==> src/rtl/uart_byte_rx.sv <==
// rtl/uart_byte_rx.sv - 8N1 serial byte receiver with glitch rejection and framing-error strobe
//
// Ports:
//   clk        in   system clock, all logic on posedge
//   reset      in   synchronous, active-high
//   rx         in   asynchronous serial line, idle high, LSB first, 8N1
//   out[7:0]   out  last good byte, held until the next good byte
//   stop       out  one-cycle strobe: out carries a new byte this cycle
//   frame_err  out  one-cycle strobe: stop bit sampled low, byte discarded
//   busy       out  high whenever a frame is in progress (state != IDLE)

module uart_byte_rx #(
    parameter int CLKS_PER_BIT = 104,
    parameter int SYNC_STAGES  = 2
) (
    input  logic       clk,
    input  logic       reset,
    input  logic       rx,
    output logic [7:0] out,
    output logic       stop,
    output logic       frame_err,
    output logic       busy
);

    localparam logic [15:0] HALF_M1 = 16'(CLKS_PER_BIT / 2 - 1);
    localparam logic [15:0] FULL_M1 = 16'(CLKS_PER_BIT - 1);

    typedef enum logic [2:0] {
        S_IDLE,
        S_START,
        S_DATA,
        S_STOP,
        S_BREAK
    } state_t;

    // Metastability chain; flops reset to the idle (high) line level so a
    // reset never looks like a start bit.
    logic [SYNC_STAGES-1:0] sync_q;
    logic                   rx_s;

    always_ff @(posedge clk) begin
        if (reset) begin
            sync_q <= '1;
        end else begin
            sync_q <= {sync_q[SYNC_STAGES-2:0], rx};
        end
    end

    assign rx_s = sync_q[SYNC_STAGES-1];

    state_t      state_q, state_d;
    logic [15:0] cnt_q, cnt_d;
    logic [2:0]  idx_q, idx_d;
    logic [7:0]  sh_q, sh_d;
    logic [7:0]  out_q, out_d;
    logic        stop_q, stop_d;
    logic        ferr_q, ferr_d;

    always_ff @(posedge clk) begin
        if (reset) begin
            state_q <= S_IDLE;
            cnt_q   <= '0;
            idx_q   <= '0;
            sh_q    <= '0;
            out_q   <= '0;
            stop_q  <= 1'b0;
            ferr_q  <= 1'b0;
        end else begin
            state_q <= state_d;
            cnt_q   <= cnt_d;
            idx_q   <= idx_d;
            sh_q    <= sh_d;
            out_q   <= out_d;
            stop_q  <= stop_d;
            ferr_q  <= ferr_d;
        end
    end

    always_comb begin
        state_d = state_q;
        cnt_d   = cnt_q;
        idx_d   = idx_q;
        sh_d    = sh_q;
        out_d   = out_q;
        stop_d  = 1'b0;
        ferr_d  = 1'b0;

        unique case (state_q)
            S_IDLE: begin
                cnt_d = '0;
                if (!rx_s) begin
                    state_d = S_START;
                end
            end

            // Re-check the line at the middle of the start bit; a pulse that
            // is already gone by then is a glitch, not a frame.
            S_START: begin
                if (cnt_q == HALF_M1) begin
                    cnt_d = '0;
                    idx_d = '0;
                    state_d = rx_s ? S_IDLE : S_DATA;
                end else begin
                    cnt_d = cnt_q + 16'd1;
                end
            end

            // Counting restarts at the start-bit centre, so each full bit
            // period lands on the next data-bit centre.
            S_DATA: begin
                if (cnt_q == FULL_M1) begin
                    cnt_d = '0;
                    sh_d  = {rx_s, sh_q[7:1]};
                    if (idx_q == 3'd7) begin
                        state_d = S_STOP;
                    end else begin
                        idx_d = idx_q + 3'd1;
                    end
                end else begin
                    cnt_d = cnt_q + 16'd1;
                end
            end

            // Returning to IDLE at the stop-bit centre leaves half a bit of
            // slack to catch an immediately following start bit.
            S_STOP: begin
                if (cnt_q == FULL_M1) begin
                    cnt_d = '0;
                    if (rx_s) begin
                        out_d   = sh_q;
                        stop_d  = 1'b1;
                        state_d = S_IDLE;
                    end else begin
                        ferr_d  = 1'b1;
                        state_d = S_BREAK;
                    end
                end else begin
                    cnt_d = cnt_q + 16'd1;
                end
            end

            // A line held low after a bad frame must not look like a new start.
            S_BREAK: begin
                cnt_d = '0;
                if (rx_s) begin
                    state_d = S_IDLE;
                end
            end

            default: begin
                state_d = S_IDLE;
                cnt_d   = '0;
            end
        endcase
    end

    assign out       = out_q;
    assign stop      = stop_q;
    assign frame_err = ferr_q;
    assign busy      = (state_q != S_IDLE);

endmodule
==> config.mk <==
export PLATFORM = sky130hd
export DESIGN_NAME = uart_byte_rx
export DESIGN_NICKNAME = d
export VERILOG_FILES = /design/src/rtl/uart_byte_rx.sv
export SDC_FILE = /design/constraint.sdc
export NUM_CORES = 1
export LEC_CHECK = 0
export CELL_PAD_IN_SITES_DETAIL_PLACEMENT = 0
export CELL_PAD_IN_SITES_GLOBAL_PLACEMENT = 1
export CORE_MARGIN = 2
export CORE_UTILIZATION = 40
export DETAILED_ROUTE_END_ITERATION = 7
export DONT_BUFFER_PORTS = 1
export GPL_TIMING_DRIVEN = 0
export PLACE_DENSITY = 0.69
export SYNTH_ARGS = -nofsm -noshare
export SYNTH_HDL_FRONTEND = slang
export SYNTH_SLANG_ARGS = --single-unit
==> constraint.sdc <==
create_clock -name clk -period 2.2 [get_ports clk]
set_clock_uncertainty 0.1 [all_clocks]
set_input_delay 0.22 -clock clk [delete_from_list [all_inputs] [get_ports clk]]
set_output_delay 0.22 -clock clk [all_outputs]
set_load 0.03 [all_outputs]
== After elaboration in Yosys (flattened, before gate mapping) ==
Index checks and enable logic that the tools add are counted.

* Shift-type cells: 0
* Magnitude comparators: 0
* Div/mod/pow operators: 0
* Multiplexer cells: 18
* Equality and inequality tests: 14
* Reductions and logical operators: 9
* Multiply operators: 0
* Bitwise operators: 2
* Add/subtract/negate cells: 2

{| class="wikitable"
|+ Operators with widths
! kind !! count
|-
| two-way mux 16 bit || 2
|-
| one-hot mux 16 bit (2 select lines) || 1
|-
| two-way mux 3 bit || 10
|-
| adder 16 x 1 -> 16 bit, second input constant || 1
|-
| equality test 16 x 6 -> 1 bit, second input constant || 1
|-
| equality test 16 x 7 -> 1 bit, second input constant || 1
|-
| one-hot mux 3 bit (5 select lines) || 1
|-
| inequality test 2 bit, second input constant || 7
|-
| equality test 3 x 2 -> 1 bit, second input constant || 2
|-
| equality test 3 bit, second input constant || 2
|-
| one-hot mux 3 bit (2 select lines) || 1
|-
| AND reduction 6 bit || 1
|-
| AND reduction 4 bit || 1
|-
| adder 3 x 1 -> 3 bit, second input constant || 1
|-
| equality test 3 x 1 -> 1 bit, second input constant || 1
|-
| logical NOT 3 bit || 1
|-
| AND reduction 3 bit || 1
|-
| nonzero test 3 bit || 1
|-
| OR reduction 3 bit || 1
|-
| two-way mux 1 bit || 2
|-
| two-way mux 2 bit || 1
|-
| NOT 1 bit || 2
|-
| AND reduction 2 bit || 1
|-
| nonzero test 2 bit || 1
|-
| OR reduction 2 bit || 1
|}

* Memories: 0
* Word-level logic and storage cells: 53
* Latch bits: 0
* Output and inout bits: 11
* Input port bits: 3
* Memory bits (writable): 0
* Flip-flop bits (word level): 42
* Bits in read-only memories: 0

== Logic depth before layout (Yosys ltp) ==
* Word-level depth: 4
* Mapped depth: 6
* Mapped depth without buffers: 5

== Worst setup path before layout ==
OpenSTA, ideal clock, no wires.

* Path kind: flip-flop to flip-flop
* Start: register cnt_q[0]
* End: register cnt_q[4]
* Cell stages (with the launch flop): 7
* Data required time: 1.963 ns
* Path buffers: 1
* Data arrival time: 1.585 ns
* Setup time: 0.137 ns
* Slack: 0.378 ns
* Cell sequence: dfxtp_1 ha_1 nor4b_2 nand4_1 a22oi_2 buf_4 nor3_1

* Cells in the longest elaborated chain, start to end: 3

{| class="wikitable"
|+ RTL lines
! item !! RTL line !! text
|-
| from (decl) || 52 || <nowiki>logic [15:0] cnt_q, cnt_d;</nowiki>
|-
| from (signal assigned) || 70 || <nowiki>cnt_q <= cnt_d;</nowiki>
|-
| adder 16 x 1 -> 16 bit (tied with other cells) || 104, 120, 138 ||
|-
| two-way mux 16 bit (on tied branches) || 111, 127, 99 ||
|-
| one-hot mux 16 bit (2 select lines) * || 88 || <nowiki>unique case (state_q)</nowiki>
|}

Mark *: on every way between the ends. The rest lies on a longest branch, timed or not.
A chain may end at the register's enable or synchronous reset.

== Final worst setup path ==
* Start: register cnt_q[0]
* End: register idx_q[1]

* Cells in the longest elaborated chain, start to end: 3

{| class="wikitable"
|+ RTL lines
! item !! RTL line !! text
|-
| equality test 16 x 7 -> 1 bit / equality test 16 x 6 -> 1 bit (equally long branches) || 111, 99 ||
|-
| inequality test 2 bit (no line) || - ||
|-
| AND reduction 4 bit (no line) * || - ||
|-
| to (signal assigned) || 71 || <nowiki>idx_q <= idx_d;</nowiki>
|-
| to (decl) || 53 || <nowiki>logic [2:0] idx_q, idx_d;</nowiki>
|}

Marked as above.

==> summary.md <==
| Metric | Value |
|---|---|
| Outcome | finished clean |
| Reg clk slew, reported paths | 0.08 ns |
| Fin nets | about 230 |
| Synth top cells by count | 42 x dfxtp_1, 21 x nand2b_1, 15 x nor3_1, 14 x nand3_1 |
| Async S/R FF share, synth | 0 |
| Cts bufs inserted | 5 |
| Routed Antenna Nets | 0 |
| Max-cap viol count | 0 |
| Fin util | 0.453 |
| HP Class | flip-flop to flip-flop |
| Total number of vias | 1516 |
| EDFF count, synth | 0 |
| Post-DP HPWL | about 2800 µm |
| Fill cell count | approximately 470 |
| Drt drc | 0 |
| Top-count cell post-synth | dfxtp_1 |
| Cell Count, Final, Fillers Out | 276 |
| Fin crit period | 2.01 ns |
| Reg2reg path depth | 5 |
| Flop-to-flop setup slack | 0.19 ns |
| Initial antenna violation count | 0 |
| Synth Flop Type | dfxtp_1 |
| Fin. max-slew vios | 0 |
| Grt ovf | 0 |
| Pin count of the biggest net entering global routing | 13 |
| Vias per inst | between 5 and 6 |
| Diode count | 0 |
| 1st-pass router iterations | 4 |
| Proportion of layout cells with a drive suffix above 1 | 0.126 |
| First-pass GRT wire length | 6510 µm |
| Setup crit start | cnt_q[0] |
| Core Box Area | 4690 µm² |
| Setup_tns | 0 ns |
| YS warnings | 0 |
| VDD IR max | 0.331 mV |
| Final setup viols | 0 |
| Register area share after synthesis | 0.433 |
| P&R area growth vs syn | 9.40% |
| Power density cells | 623 nW/µm² |
| Synth top area cells | dfxtp_1 43%, nand2b_1 6.8%, mux2i_1 5.2% |
| Row Count | 25 |
| DRT iter0 DRCs | 65 |
| Initial core utilization | 0.414 |
| DIE AREA | between 5000 and 6000 µm² |
| Die H | 73.7 µm |
| Hold Worst Slack | 0.318 ns |
| Avg Cell Area, Syn | 9.17 µm² |
| RSZ-0062 raised after global routing | no |
| Post-synthesis cell count | 212 |
| Root Buffer | clkbuf_8 |
| Vias in the first global route | 1430 |
| Kind of critical path | flip-flop to flip-flop |
| Skew-Pair Late Insertion Delay | 0.29 ns |
| IO Pins | 14 |
| Post-synth top area share | 0.433 |
| Synth unique cells | 43 |
| FF/Latch Area | 841 µm² |
| Reg-to-reg critical path endpoint | idx_q[1] |
| Worst Setup EP | idx_q[1] |
| Netlist Area Pre-Place | between 1500 and 2000 µm² |
| Pleak | 0.656 nW |
| Multi-input gate area | 1040 µm² |
| Relative slew slack | 0.592 |
| Total GRT Usage | 0.154 |
| Drt wl/cell | between 10 and 15 µm |
| H-tree depth | 2 |
| CTS tree | yes |
| WP data arrival | 2.10 ns |
| Crit start category | flip-flop |
| HP Start | sync_q[0] |
| Synthesized net count | 218 |
| Tcrit/Tclk final | 0.915 |
| Largest area contributor in the netlist | dfxtp_1 |
| CP endpoint kind | flip-flop |
| Design Power | roughly 1.3 mW |
| Cells after DPL | 266 |
| Worst slew pin tran | 0.607 ns |
| Critical path peak fanout | 4 |
| Sink Count | 42 |
| Hold Fails Final Rpt | 0 |
| Fmax | 497 MHz |
| Routed Wire Length | ~3800 µm |
| Die Wd | 73.7 µm |
| Flops & latches, synth | 42 |
| PortBufs | 0 |
| Critical R2R Launch | cnt_q[0] |
| CTS max path bufs | 2 |
| GP Congestion | roughly 0.81 |
| Required @ worst endpoint | 2.29 ns |
## kinds of logic (layout without fill, tap and decap cells)
group | count (synthesis) | after routing | share of synthesized area
buf+inv | 17 | 27 | 0.0367
simple gates | 96 | 96 | 0.301
compound gates | 33 | 33 | 0.109
xor+xnor | 11 | 11 | 0.0496
flops | 42 | 42 | 0.433
mux | 10 | 10 | 0.0515
fa+ha+maj | 3 | 3 | 0.0193
## timing repair
| item | in CTS | in global routing |
|---|---|---|
| hold buffers | 1 | 0 |
| gates resized for setup | 0 | 1 |
| pin swaps | 1 | 0 |
| endpoints found under the hold margin | 1 | 0 |
| setup buffers | 1 | 0 |
| setup endpoints to repair | 10 | 6 |
## report_power, final
part | switching, mW | internal (mW)
logic | 0.0278 | 0.0187
registers | 0.00234 | 0.762
clock network | 0.259 | 0.253
total | 0.289 | 1.03
## sequential cells by signal, summed over array words and instances, names as in the netlist
signal     cells
stop           1
frame_err      1
out            8
sync_q         2
sh_q           8
cnt_q         16
idx_q          3
state_q        3
## metal layers
metal  up-vias  share of wire  track usage
met3         7          0.026       0.0412
met2        12           0.49        0.266
li1        783              -            -
met5         -              0            0
met1       714           0.47        0.183
met4         0          0.016       0.0545
## how the worst min path moves through the flow
| stage | end | slack, ns | depth (start not counted) |
|---|---|---|---|
| after floorplan | sync_q[0] | 0.22 | 1 |
| after global placement | sync_q[0] | 0.23 | 1 |
| after detailed placement | sync_q[0] | 0.23 | 1 |
| after CTS | sync_q[1] | 0.32 | 1 |
| after global routing | sync_q[1] | 0.35 | 1 |
| final | sync_q[1] | 0.32 | 1 |
## cell usage in the layout (no fill, tap or decap), drive strengths merged, types with 2 or more instances in the layout
master	netlist	layout
a211oi	6	6
a21oi	8	8
and3	4	4
and4	2	2
buf	5	6
clkbuf	9	16
dfxtp	42	42
ha	3	3
inv	3	3
mux2i	10	10
nand2	8	8
nand2b	21	21
nand3	15	15
nand4	5	5
nor2	5	5
nor3	15	15
nor3b	4	4
nor4	3	3
o21ai	11	11
o22ai	2	2
o32ai	2	2
or2	4	4
or3	5	5
xnor2	5	5
xor2	6	6
## worst max-delay path, cell delays in order (launching register included)
cell	delay, ns
dfxtp_1	0.37
ha_1	0.22
nor4b_2	0.31
nand4_1	0.27
or2_2	0.40
o32ai_1	0.24
## metrics by stage
step | instance area (µm²) | setup WS (ns)
5_1_grt | 2130 | 0.0287
3_5_place_dp | 2010 | -0.0363
6_report | 2130 | 0.188
2_1_floorplan | 1940 | 0.378
4_1_cts | 2120 | 0.147
3_3_place_gp | 2010 | 0.0533
## cell type report
cell class	count	area share
Buffer	14	0.0283
Clock buffer	7	0.0406
Clock inverter	1	0.00235
Inverter	3	0.00530
Multi-Input combinational cell	153	0.488
Sequential cell	42	0.396
Tap cell	54	0.0318
Timing Repair Buffer	2	0.00824
Power figures use the tool's default switching activity.
